**src/rtl/cart_loader.sv**
```systemverilog
// Cartridge load sequencer: arbitrates the cartridge ROM port between the HPS
// download stream, a post-load mirror pass and the A2601 core.
module cart_loader #(
  parameter int ADDR_W   = 15,
  parameter int MIN_BANK = 2048
) (
  input  logic              clk_sys,
  input  logic              reset,
  input  logic              ioctl_download,
  input  logic              ioctl_wr,
  input  logic [24:0]       ioctl_addr,
  input  logic [7:0]        ioctl_dout,
  input  logic [31:0]       ioctl_file_ext,
  input  logic [1:0]        sc_mode,
  input  logic [ADDR_W-1:0] core_addr,
  output logic [7:0]        core_data,
  output logic [ADDR_W-1:0] mem_addr,
  output logic              mem_wr,
  output logic [7:0]        mem_din,
  input  logic [7:0]        mem_dout,
  output logic              core_reset,
  output logic              ioctl_wait,
  output logic [3:0]        force_bs,
  output logic              sc,
  output logic [16:0]       rom_size
);

  typedef enum logic [1:0] {S_IDLE, S_LOAD, S_MIRROR_RD, S_MIRROR_WR} state_t;

  localparam int              PW        = ADDR_W + 1;
  localparam logic [PW-1:0]   ROM_BYTES = {1'b1, {ADDR_W{1'b0}}};
  localparam logic [16:0]     COUNT_MAX = '1;

  state_t          r_state, w_next;
  logic            r_dl_d;
  logic [16:0]     r_count;
  logic [PW-1:0]   r_ptr;
  logic [3:0]      r_force_bs;
  logic            r_sc;
  logic [16:0]     r_rom_size;

  logic            w_dl_rise, w_dl_fall;
  logic            w_in_rom;
  logic [25:0]     w_addr_p1;
  logic [16:0]     w_addr_sat;
  logic [PW-1:0]   w_target;
  logic [PW-1:0]   w_ptr_p1;
  logic [PW-1:0]   w_src;
  logic            w_no_mirror;
  logic            w_mirror_done;
  logic [23:0]     w_ext;
  logic [3:0]      w_bs;
  logic            w_sc;

  assign w_dl_rise     = ioctl_download & ~r_dl_d;
  assign w_dl_fall     = ~ioctl_download & r_dl_d;
  assign w_in_rom      = ~|ioctl_addr[24:ADDR_W];
  assign w_addr_p1     = {1'b0, ioctl_addr} + 26'd1;
  assign w_addr_sat    = (w_addr_p1 > 26'(COUNT_MAX)) ? COUNT_MAX : w_addr_p1[16:0];
  assign w_ptr_p1      = r_ptr + PW'(1);
  assign w_src         = r_ptr - PW'(r_count);
  assign w_no_mirror   = (r_count == 17'd0) || (32'(r_count) >= 32'(w_target));
  assign w_mirror_done = (w_ptr_p1 == w_target);

  // Mirror target: smallest power of two >= count, clamped to [MIN_BANK, ROM size].
  always_comb begin
    w_target = ROM_BYTES;
    for (int i = ADDR_W; i >= 0; i--) begin
      if (((32'd1 << i) >= 32'(MIN_BANK)) && ((32'd1 << i) >= 32'(r_count)))
        w_target = PW'(32'd1 << i);
    end
  end

  // Three-char extensions sit in [23:0]; four-char ones carry an extra suffix.
  assign w_ext = (ioctl_file_ext[23:16] == 8'h2E) ? ioctl_file_ext[23:0]
                                                  : ioctl_file_ext[31:8];

  always_comb begin
    case (w_ext)
      ".F8":   w_bs = 4'd1;
      ".F6":   w_bs = 4'd2;
      ".FE":   w_bs = 4'd3;
      ".E0":   w_bs = 4'd4;
      ".3F":   w_bs = 4'd5;
      ".F4":   w_bs = 4'd6;
      ".P2":   w_bs = 4'd7;
      ".FA":   w_bs = 4'd8;
      ".CV":   w_bs = 4'd9;
      default: w_bs = 4'd0;
    endcase
  end

  assign w_sc = (sc_mode == 2'd0) ? (ioctl_file_ext[7:0] == "S") : sc_mode[1];

  // NOTE: sequential state uses non-blocking assignments so every register
  // samples the pre-edge values regardless of statement order.
  always_ff @(posedge clk_sys or posedge reset) begin
    if (reset) r_state <= S_IDLE;
    else       r_state <= w_next;
  end

  // NOTE: every combinational output gets a default first, so no path through
  // the case can leave it unassigned and infer a latch.
  always_comb begin
    w_next = r_state;
    if (w_dl_rise) begin
      w_next = S_LOAD;
    end else begin
      case (r_state)
        S_LOAD:      if (w_dl_fall) w_next = w_no_mirror ? S_IDLE : S_MIRROR_RD;
        S_MIRROR_RD: w_next = S_MIRROR_WR;
        S_MIRROR_WR: w_next = w_mirror_done ? S_IDLE : S_MIRROR_RD;
        default:     w_next = r_state;
      endcase
    end
  end

  always_comb begin
    mem_addr   = core_addr;
    mem_wr     = 1'b0;
    mem_din    = ioctl_dout;
    core_reset = 1'b0;
    ioctl_wait = 1'b0;
    case (r_state)
      S_LOAD: begin
        core_reset = 1'b1;
        mem_addr   = ioctl_addr[ADDR_W-1:0];
        mem_wr     = ioctl_wr & w_in_rom;
      end
      S_MIRROR_RD: begin
        core_reset = 1'b1;
        ioctl_wait = 1'b1;
        mem_addr   = w_src[ADDR_W-1:0];
      end
      S_MIRROR_WR: begin
        core_reset = 1'b1;
        ioctl_wait = 1'b1;
        mem_addr   = r_ptr[ADDR_W-1:0];
        mem_din    = mem_dout;
        // A restart in this cycle aborts the pass before the write lands.
        mem_wr     = ~w_dl_rise;
      end
      default: ;
    endcase
  end

  assign core_data = mem_dout;

  always_ff @(posedge clk_sys or posedge reset) begin
    if (reset) begin
      r_dl_d     <= 1'b0;
      r_count    <= '0;
      r_ptr      <= '0;
      r_force_bs <= '0;
      r_sc       <= 1'b0;
      r_rom_size <= '0;
    end else begin
      r_dl_d <= ioctl_download;
      if (w_dl_rise) begin
        r_count    <= '0;
        r_force_bs <= w_bs;
        r_sc       <= w_sc;
      end else if (r_state == S_LOAD) begin
        if (ioctl_wr && (w_addr_sat > r_count)) r_count <= w_addr_sat;
        if (w_dl_fall) begin
          r_rom_size <= r_count;
          r_ptr      <= PW'(r_count);
        end
      end else if (r_state == S_MIRROR_WR) begin
        r_ptr <= w_ptr_p1;
      end
    end
  end

  assign force_bs = r_force_bs;
  assign sc       = r_sc;
  assign rom_size = r_rom_size;

endmodule
```
**config.mk**
```make
export PLATFORM = sky130hd
export DESIGN_NAME = cart_loader
export DESIGN_NICKNAME = d
export VERILOG_FILES = /design/src/rtl/cart_loader.sv
export SDC_FILE = /design/constraint.sdc
export NUM_CORES = 1
export LEC_CHECK = 0
export BUFFER_PORTS_ARGS = -buffer_cell sky130_fd_sc_hd__clkbuf_2
export CAP_MARGIN = 0
export CORE_AREA = 3 3 122 124
export CTS_CLUSTER_SIZE = 16
export DETAILED_ROUTE_END_ITERATION = 10
export DIE_AREA = 0 0 125 127
export GPL_TIMING_DRIVEN = 0
export PLACE_DENSITY = 0.6
export SLEW_MARGIN = 20
export SYNTH_ARGS = -nofsm -noshare
export SYNTH_HDL_FRONTEND = slang
export SYNTH_SLANG_ARGS = --single-unit
```
**constraint.sdc**
```tcl
create_clock -name clk_sys -period 3.3 [get_ports clk_sys]
set_input_delay 0 -clock clk_sys [delete_from_list [all_inputs] [get_ports clk_sys]]
set_output_delay 0 -clock clk_sys [all_outputs]
set_load 0.1 [all_outputs]
```
==> out/summary.md, run 1 <==
• **normalized max-slew margin** 0.397
• **Peak Freq** 296 MHz
• **mean number of vias per cell** 5.74
• **compound-gate portion of the synthesized area** 0.216
• **startpoint kind of the worst setup timing path** input port
• **syn_nets** 804
• **leftover overflow at the end of global routing** 0
• **total CTS buffers** 9
• **wire length of the first global-routing pass** 31,000 um
• **violations in the final reports** negative hold slack, negative setup slack
• **Ports** 150
• **Via Count** 5,956
• **Syn Std Cell Area** 5480 sq um
• **minimum period implied by the final worst setup slack** 3.38 ns
• **leading cell types by total area after synthesis** sky130_fd_sc_hd__dfrtp_1 26%, sky130_fd_sc_hd__ha_1 9.4%, sky130_fd_sc_hd__o21ai_0 6.1%
• **First DRT Iteration DRCs** 394
• **number of antenna violations at the first check in global routing** 0
• **final-report max-slew violation count** 0
• **Post-Place Worst Slack** -0.870 ns
• **fin util** 0.531
• **Pleak** 3.18 nW
• **number of detailed-route iterations in the first pass** 5
• **DRC violations left** 0
• **most common cell in the synthesized netlist** sky130_fd_sc_hd__o21ai_0
• **starting density of the core** 0.395
• **source of the worst hold timing path** ioctl_addr[0]
• **count of clock tree sinks** 58
• **via count of the first global-routing pass** 5,893
• **sum of routed wire length over all layers** 19,700 um
• **library cell occupying the most area in the post-synthesis netlist** sky130_fd_sc_hd__dfrtp_1
• **RSZ-0062 raised after global routing** true
• **Post-DRT Antenna Nets** 0
• **Die W** 125 um
• **Die Outline Area** 15,900 sq um
• **Final Hold Slack** -0.00577 ns
• **share of post-route cells with drive strength above 1** 0.334
• **maximum number of pins on one net before global-route repair** 49
• **placed wire-length estimate after detailed placement** 15,300 um
• **final worst-path setup slack** -0.0780 ns
• **cells on worst reg2reg path** 12
• **flip-flop and latch count after synthesis** 58
• **Layout Cell Area excl Fill** 7370 sq um
• **gate count of the mapped netlist** 668
• **TritonCTS clock tree** built
• **Hold Fails Final Rpt** 1
• **simple-gate portion of the synthesized area** 0.228
• **number of library cell types mapped by synthesis** 61
• **largest family of logic cells by synthesized area** simple AND/OR/NAND/NOR gates
• **flip-flop cell with the highest count after synthesis** sky130_fd_sc_hd__dfrtp_1
• **Synth async-reset ratio** 1.00
• **register-to-register setup slack** 0.28 ns
• **Clock H-tree levels** 3
• **critical path fanouts, max** 6
• **total placed instance area** 6520 sq um
• **area share of the largest cell type after synthesis** 0.265
• **number of antenna repair diodes** 0
• **number of enable-type register cells in the synthesized netlist** 0
• **adder-cell share of the synthesized area** 0.0972
• **RD Place Congestion** 0.932
• **worst-skew pair later-pin latency** 0.34 ns
• **number of warnings reported in the yosys synthesis log** 0
• **count of standard-cell rows** 43
• **maximum vdd ir drop** 0.682 mV
• **top post-synthesis cells by count** 67 x sky130_fd_sc_hd__o21ai_0, 65 x sky130_fd_sc_hd__nand2_1, 58 x sky130_fd_sc_hd__dfrtp_1, 50 x sky130_fd_sc_hd__a21oi_1, 47 x sky130_fd_sc_hd__nor2_1
• **share of synthesized area occupied by flip-flops and latches** 0.265
• **xor and xnor fraction of the mapped netlist area** 0.0527
• **hold path cells** 3
• **slew at the pin closest to its max-slew limit** 0.901 ns
• **global routing usage summed across all routing layers** 0.243
• **path type of the worst setup path** in -> reg
• **critical path arrival** 3.64 ns
• **share of synthesized area spent on multiplexers** 0.0831
• **CTS max path bufs** 2
• **mean instance size in the synthesized netlist** 8.21 sq um
• **Final setup violation count** 17
• **worst reg2reg path endpoint** r_state[1]
• **endpoint of the worst hold-timing path** r_count[0]
• **# port buffers** 149
• **period utilisation layout** 1.02
• **Die Span Y** 127 um
• **Routed WL per cell** 19.0 um
• **required time of the worst setup path** 3.56 ns
• **power density cells** 1160 nW/um^2
• **Syn-to-layout area delta** 34.4%
• **area of the core** 13,900 sq um
• **Worst Skew** 0.00851 ns
• **library cell used as clock root buffer** sky130_fd_sc_hd__clkbuf_16
• **clock input transition at the sequential cells of the worst setup and hold paths** 0.06 ns
• **number of max-cap violations** 0
• **worst flop-to-flop path startpoint** r_count[0]
• **run status** complete, but fails checks
• **min-delay worst type** in -> reg
• **NumNets Final** 988
• **critical path endpoint category** flop
power breakdown:
| part | internal (mW) | total (mW) | switching, mW |
|---|---|---|---|
| clock network | 0.662 | 1.02 | 0.360 |
| logic | 1.88 | 6.07 | 4.20 |
| registers | 1.00 | 1.45 | 0.447 |
worst max path at each step:
stage	from	to	slack, ns	depth (start not counted)
floorplan	ioctl_addr[0]	r_count[4]	0.01	19
global placement	ioctl_addr[0]	r_count[14]	-0.72	19
detailed placement	ioctl_addr[0]	r_count[3]	-0.87	19
CTS	ioctl_addr[1]	r_count[14]	-0.09	20
global route	ioctl_addr[0]	r_count[10]	-0.20	20
finish	ioctl_addr[8]	r_count[2]	-0.08	19
registers in the layout, indices dropped and copies added (netlist names):
signal	cells
r_ptr	16
r_count	17
sc	1
force_bs	4
r_state	2
rom_size	17
r_dl_d	1
cell type report:
class,instances,area (sq um)
Buffer,37,224
Clock inverter,6,91.3
Clock buffer,10,229
Timing Repair Buffer,173,1040
Fill cell,1328,6510
Inverter,38,145
Sequential cell,58,1460
Multi-Input combinational cell,535,3960
Tap cell,180,225
cell families after synthesis:
logic type / after synthesis
and+or+nand+nor: 236
xor gates and xnor gates: 33
adders and majority gates: 42
AOI/OAI and AO/OA: 196
DFF: 58
buffers and inverters: 75
muxes: 28
repair_timing:
| action | CTS | global route |
|---|---|---|
| endpoints found under the setup margin | 24 | 25 |
| gates resized for setup | 60 | 41 |
| buffers inserted | 10 | 7 |
| gates cloned | 3 | 0 |
| endpoints found under the hold margin | 60 | 0 |
| hold buffers | 3 | 0 |
| pin swaps | 10 | 18 |
placed cells by master, fill, tap and decap left out, types with 8 or more instances in the layout:
cell,synthesis,final
sky130_fd_sc_hd__xor2_1,12,12
sky130_fd_sc_hd__nand3_1,22,22
sky130_fd_sc_hd__a31oi_1,23,22
sky130_fd_sc_hd__xnor2_1,21,20
sky130_fd_sc_hd__clkbuf_16,0,9
sky130_fd_sc_hd__o21ai_0,67,48
sky130_fd_sc_hd__o21ai_2,0,16
sky130_fd_sc_hd__inv_1,38,36
sky130_fd_sc_hd__nor2_1,47,47
sky130_fd_sc_hd__ha_1,41,37
sky130_fd_sc_hd__nor3_1,20,20
sky130_fd_sc_hd__dfrtp_1,58,55
sky130_fd_sc_hd__buf_4,9,24
sky130_fd_sc_hd__clkbuf_1,23,21
sky130_fd_sc_hd__mux2_2,10,10
sky130_fd_sc_hd__nand4_1,8,8
sky130_fd_sc_hd__nand2_1,65,62
sky130_fd_sc_hd__and3_1,13,9
sky130_fd_sc_hd__clkbuf_2,0,139
sky130_fd_sc_hd__mux4_2,13,13
sky130_fd_sc_hd__a21oi_1,50,44
worst max-delay path, cell delays in order:
cell	delay [ns]
sky130_fd_sc_hd__clkbuf_2	0.14
sky130_fd_sc_hd__and3_4	0.21
sky130_fd_sc_hd__and3_1	0.20
sky130_fd_sc_hd__nor4b_4	0.14
sky130_fd_sc_hd__or2_2	0.30
sky130_fd_sc_hd__a2111oi_4	0.34
sky130_fd_sc_hd__buf_4	0.21
sky130_fd_sc_hd__buf_6	0.13
sky130_fd_sc_hd__o21a_1	0.18
sky130_fd_sc_hd__inv_2	0.06
sky130_fd_sc_hd__ha_4	0.26
sky130_fd_sc_hd__and4_1	0.18
sky130_fd_sc_hd__nand2_1	0.07
sky130_fd_sc_hd__or2_4	0.25
sky130_fd_sc_hd__o211ai_1	0.20
sky130_fd_sc_hd__o2111a_2	0.35
sky130_fd_sc_hd__buf_8	0.16
sky130_fd_sc_hd__o21ai_0	0.08
sky130_fd_sc_hd__a31oi_1	0.18
through the flow:
| step | power, mW | TNS [ns] | cells | hold slack [ns] |
|---|---|---|---|---|
| floorplan | 5.73 | 0 | 668 | 0.0314 |
| global placement | 6.87 | -11.67 | 997 | 0.147 |
| detailed placement | 6.98 | -13.99 | 998 | -0.0926 |
| CTS | 8.30 | -0.880 | 1030 | 0.0161 |
| global route | 9.05 | -2.73 | 1037 | 0.0137 |
| finish | 8.55 | -0.791 | 1037 | -0.00577 |
per-layer routing:
| layer | GRT usage | share of wire |
|---|---|---|
| met1 | 0.323 | 0.43 |
| met3 | 0.0506 | 0.071 |
| met4 | 0.0823 | 0.025 |
| met5 | 0 | 0 |
| met2 | 0.398 | 0.47 |
Note: power is estimated with default switching activity, not from simulation.
==> inputs of run 2 (changes only) <==
--- a/config.mk
+++ b/config.mk
@@ -5,12 +5,13 @@
 export SDC_FILE = /design/constraint.sdc
 export NUM_CORES = 1
 export LEC_CHECK = 0
+export ABC_AREA = 1
 export BUFFER_PORTS_ARGS = -buffer_cell sky130_fd_sc_hd__clkbuf_2
 export CAP_MARGIN = 0
-export CORE_AREA = 3 3 122 124
+export CORE_AREA = 4 4 125 139
 export CTS_CLUSTER_SIZE = 16
 export DETAILED_ROUTE_END_ITERATION = 10
-export DIE_AREA = 0 0 125 127
+export DIE_AREA = 0 0 129 143
 export GPL_TIMING_DRIVEN = 0
 export PLACE_DENSITY = 0.6
 export SLEW_MARGIN = 20
==> out/summary.md, run 2 <==
• **leading cell types by total area after synthesis** sky130_fd_sc_hd__dfrtp_1 23%, sky130_fd_sc_hd__nand2_1 20%, sky130_fd_sc_hd__ha_1 8.1%
• **number of antenna repair diodes** 0, unchanged
• **Peak Freq** 325 MHz, +9.9%
• **maximum number of pins on one net before global-route repair** 49, unchanged
• **critical path arrival** 3.07 ns, -0.57 ns
• **RSZ-0062 raised after global routing** false
• **cells on worst reg2reg path** 14, +2
• **leftover overflow at the end of global routing** 0, unchanged
• **startpoint kind of the worst setup timing path** flop
• **register-to-register setup slack** 0.49 ns, +0.21 ns
• **minimum period implied by the final worst setup slack** 3.07 ns, -0.304 ns
• **starting density of the core** 0.393, -0.00178
• **Pleak** 4.03 nW, +27%
• **Worst path slowest cell** sky130_fd_sc_hd__buf_2
• **cell-by-cell trace of the critical path** inv_1 > ha_1 > inv_1 > fa_1 > nand2_1 > nand2_1 > o21ai_0 > o21ai_1 > a21oi_1 > or2_2 > nand3_1 > o2111ai_1 > buf_2
• **Post-DRT Antenna Nets** 0, unchanged
• **placed cell count** 1,388, +39%
• **share of post-route cells with drive strength above 1** 0.184, -0.150
• **worst-skew pair later-pin latency** 0.34 ns, about the same
• **mean instance size in the synthesized netlist** 6.11 sq um, -26%
• **Final Hold Slack** 0.0773 ns, +0.0830 ns
• **placed wire-length estimate after detailed placement** 18,400 um, +20%
• **final standard cell count with taps included and fillers excluded** 1,413, +36%
• **DRC violations left** 0, unchanged
• **run status** completed
• **Worst Skew** 0.00519 ns, -0.00332 ns
• **most common cell in the synthesized netlist** sky130_fd_sc_hd__nand2_1
• **fin util** 0.486, -0.0446
• **Syn-to-layout area delta** 23.7%
• **number of enable-type register cells in the synthesized netlist** 0, unchanged
• **# port buffers** 149, unchanged
• **worst reg2reg path endpoint** r_state[1]
• **maximum vdd ir drop** 0.667 mV, -2.2%
• **flip-flop cell with the highest count after synthesis** sky130_fd_sc_hd__dfrtp_1
• **number of detailed-route iterations in the first pass** 7, +2
• **power density cells** 1060 nW/um^2, -8.2%
• **source of the worst hold timing path** ioctl_addr[0]
• **Die Span Y** 143 um, +13%
• **TritonCTS clock tree** built
• **number of max-cap violations** 0, unchanged
• **clock input transition at the sequential cells of the worst setup and hold paths** 0.05 ns, about the same
• **total CTS buffers** 9, unchanged
• **hold path cells** 4, +1
• **net switching power** 5.25 mW, +4.8%
• **Final setup violation count** 0, -17
• **slew at the pin closest to its max-slew limit** 0.831 ns, -0.0707 ns
• **RD Place Congestion** 0.963, +3.3%
• **critical path endpoint category** output pin
• **CTS max path bufs** 2, unchanged
• **number of library cell types mapped by synthesis** 46, -25%
• **count of clock tree sinks** 58, unchanged
• **NumNets Final** 1,340, +36%
• **count of standard-cell rows** 49, +14%
• **Routed WL per cell** 16.0 um, -16%
• **mean number of vias per cell** 5.18, -9.9%
• **worst flop-to-flop path startpoint** r_count[9]
• **path type of the worst setup path** reg -> out
• **kind of cell with the highest combined delay on the critical path** compound AO/OA/AOI/OAI gates
• **area of the core** 16,100 sq um, +16%
• **Buf/Inv on CP** 3, -2
• **gate count of the mapped netlist** 1,034, +55%
• **endpoint of the worst hold-timing path** r_count[0]
• **final-report max-slew violation count** 0, unchanged
• **Syn Std Cell Area** 6320 sq um, +15%
• **via count of the first global-routing pass** 6,909, +17%
• **Via Count** 7,313, +23%
• **internal power component** 3.07 mW, -13%
• **number of antenna violations at the first check in global routing** 0, unchanged
• **normalized max-slew margin** 0.443, +0.0461
• **most used cells in the layout excluding fill and tap cells** 344 x sky130_fd_sc_hd__nand2_1, 148 x sky130_fd_sc_hd__clkbuf_2, 118 x sky130_fd_sc_hd__inv_1
• **part of the total power dissipated in combinational logic** 0.716, +0.005
• **global routing usage summed across all routing layers** 0.242, -0.000822
• **Synth async-reset ratio** 1.00, unchanged
• **wire length of the first global-routing pass** 35,600 um, +15%
• **sum of routed wire length over all layers** 22,500 um, +15%
• **required time of the worst setup path** 3.30 ns, -0.26 ns
• **syn_nets** 1,170, +46%
• **First DRT Iteration DRCs** 415, +5.3%
• **critical path fanouts, max** 5, -1
• **clock network fraction of design power** 0.116, -0.004
• **library cell occupying the most area in the post-synthesis netlist** sky130_fd_sc_hd__dfrtp_1
• **highest cell delay on the worst timing path** 0.46 ns, +0.11 ns
• **Die W** 129 um, +3.2%
• **flip-flop and latch count after synthesis** 58, unchanged
• **area share of the largest cell type after synthesis** 0.230, -0.0349
• **setup total negative slack** 0 ns, +0.791 ns
• **top post-synthesis cells by count** 344 x sky130_fd_sc_hd__nand2_1, 119 x sky130_fd_sc_hd__inv_1, 104 x sky130_fd_sc_hd__nor2_1, 87 x sky130_fd_sc_hd__nand3_1, 58 x sky130_fd_sc_hd__dfrtp_1
• **Ports** 150, unchanged
• **leading cell type in the layout, fill and taps excluded** sky130_fd_sc_hd__nand2_1
• **Clock H-tree levels** 3, unchanged
• **period utilisation layout** 0.931, -0.0922
• **min-delay worst type** in -> reg
• **number of warnings reported in the yosys synthesis log** 0, unchanged
• **Die Outline Area** 18,400 sq um, +16%
• **Hold Fails Final Rpt** 0, -1
• **sw frac** 0.631, +0.0450
• **share of power burned in registers** 0.167, -0.003
• **library cell used as clock root buffer** sky130_fd_sc_hd__clkbuf_16
• **share of synthesized area occupied by flip-flops and latches** 0.230, -0.0349
[run 2: cell types whose count changed in the layout (fill, tap and decap cells not counted), moves of 11 or more]
cell / before / now
sky130_fd_sc_hd__inv_1: 36 / 118
sky130_fd_sc_hd__xnor2_1: 20 / 4
sky130_fd_sc_hd__a31oi_1: 22 / 2
sky130_fd_sc_hd__nor2_1: 47 / 101
sky130_fd_sc_hd__nand2_1: 62 / 344
sky130_fd_sc_hd__mux4_2: 13 / 0
sky130_fd_sc_hd__o21ai_2: 16 / 0
sky130_fd_sc_hd__nand3_1: 22 / 87
sky130_fd_sc_hd__buf_4: 24 / 13
sky130_fd_sc_hd__nand4_1: 8 / 30
sky130_fd_sc_hd__o2111ai_1: 1 / 13
[run 2: what timing repair did]
action                                  CTS  global route
endpoints found under the setup margin   10            17
buffers inserted                          0             5
pin swaps                                 0             4
hold buffers                              4             0
endpoints found under the hold margin    60             0
resized for setup                         4            16
[run 2: how the worst max path moves through the flow]
stage	from	to	slack (ns)	depth (start not counted)
final	r_ptr[0]	mem_addr[10]	0.23	13
after global routing	r_ptr[0]	mem_addr[14]	0.03	13
after CTS	ioctl_addr[0]	r_count[4]	0.06	23
after detailed placement	ioctl_addr[0]	r_count[4]	-0.58	20
after global placement	ioctl_addr[0]	r_count[15]	-0.58	20
after floorplan	r_count[2]	mem_addr[11]	0.23	13
[run 2: cells by family after synthesis]
family	Yosys count	share of synthesized area
AND/OR/NAND/NOR	619	0.428
buffers and inverters	154	0.0988
AO/OA/AOI/OAI	136	0.125
flip-flops	58	0.230
adder cells (fa/ha/maj)	42	0.0844
XOR/XNOR	25	0.0347
[run 2: per-layer routing]
layer,vias up,wire length [um],part of all wire,GRT usage
met5,-,0,0,0
met4,0,440,0.020,0.0685
met3,35,965,0.043,0.0236
met2,199,11500,0.51,0.431
met1,3332,9620,0.43,0.312
li1,3747,-,-,-
[run 2: power groups by stage]
| stage | Clock [mW] | Sequential, mW | Combinational, mW |
|---|---|---|---|
| after floorplan | 0 | 2.06 | 3.84 |
| after global placement | 0 | 1.39 | 5.82 |
| after detailed placement | 0 | 1.39 | 5.84 |
| after CTS | 0.968 | 1.38 | 5.88 |
| after global routing | 1.00 | 1.42 | 6.47 |
| final | 0.969 | 1.39 | 5.96 |
[run 2: cell type report]
cell class,count,area (sq um)
fill,1714,8250
multi-input combinational,822,4300
sequential,58,1450
timing repair buffer,159,863
inverter,122,460
clock buffer,12,256
tap,204,255
buffer,32,174
clock inverter,4,50.0
[run 2: worst min-delay path, cell delays in order]
cell                       delay (ns)
sky130_fd_sc_hd__clkbuf_2        0.14
sky130_fd_sc_hd__nand3_1         0.13
sky130_fd_sc_hd__nand2_1         0.05
sky130_fd_sc_hd__nand2_1         0.05
[run 2: stage by stage]
stage	power (mW)	instance area, sq um	worst slack, ns
after detailed placement	7.23	7350	-0.583
after global routing	8.89	7810	0.0256
final	8.32	7810	0.226
after CTS	8.23	7710	0.0564
after floorplan	5.90	6320	0.234
after global placement	7.21	7320	-0.585
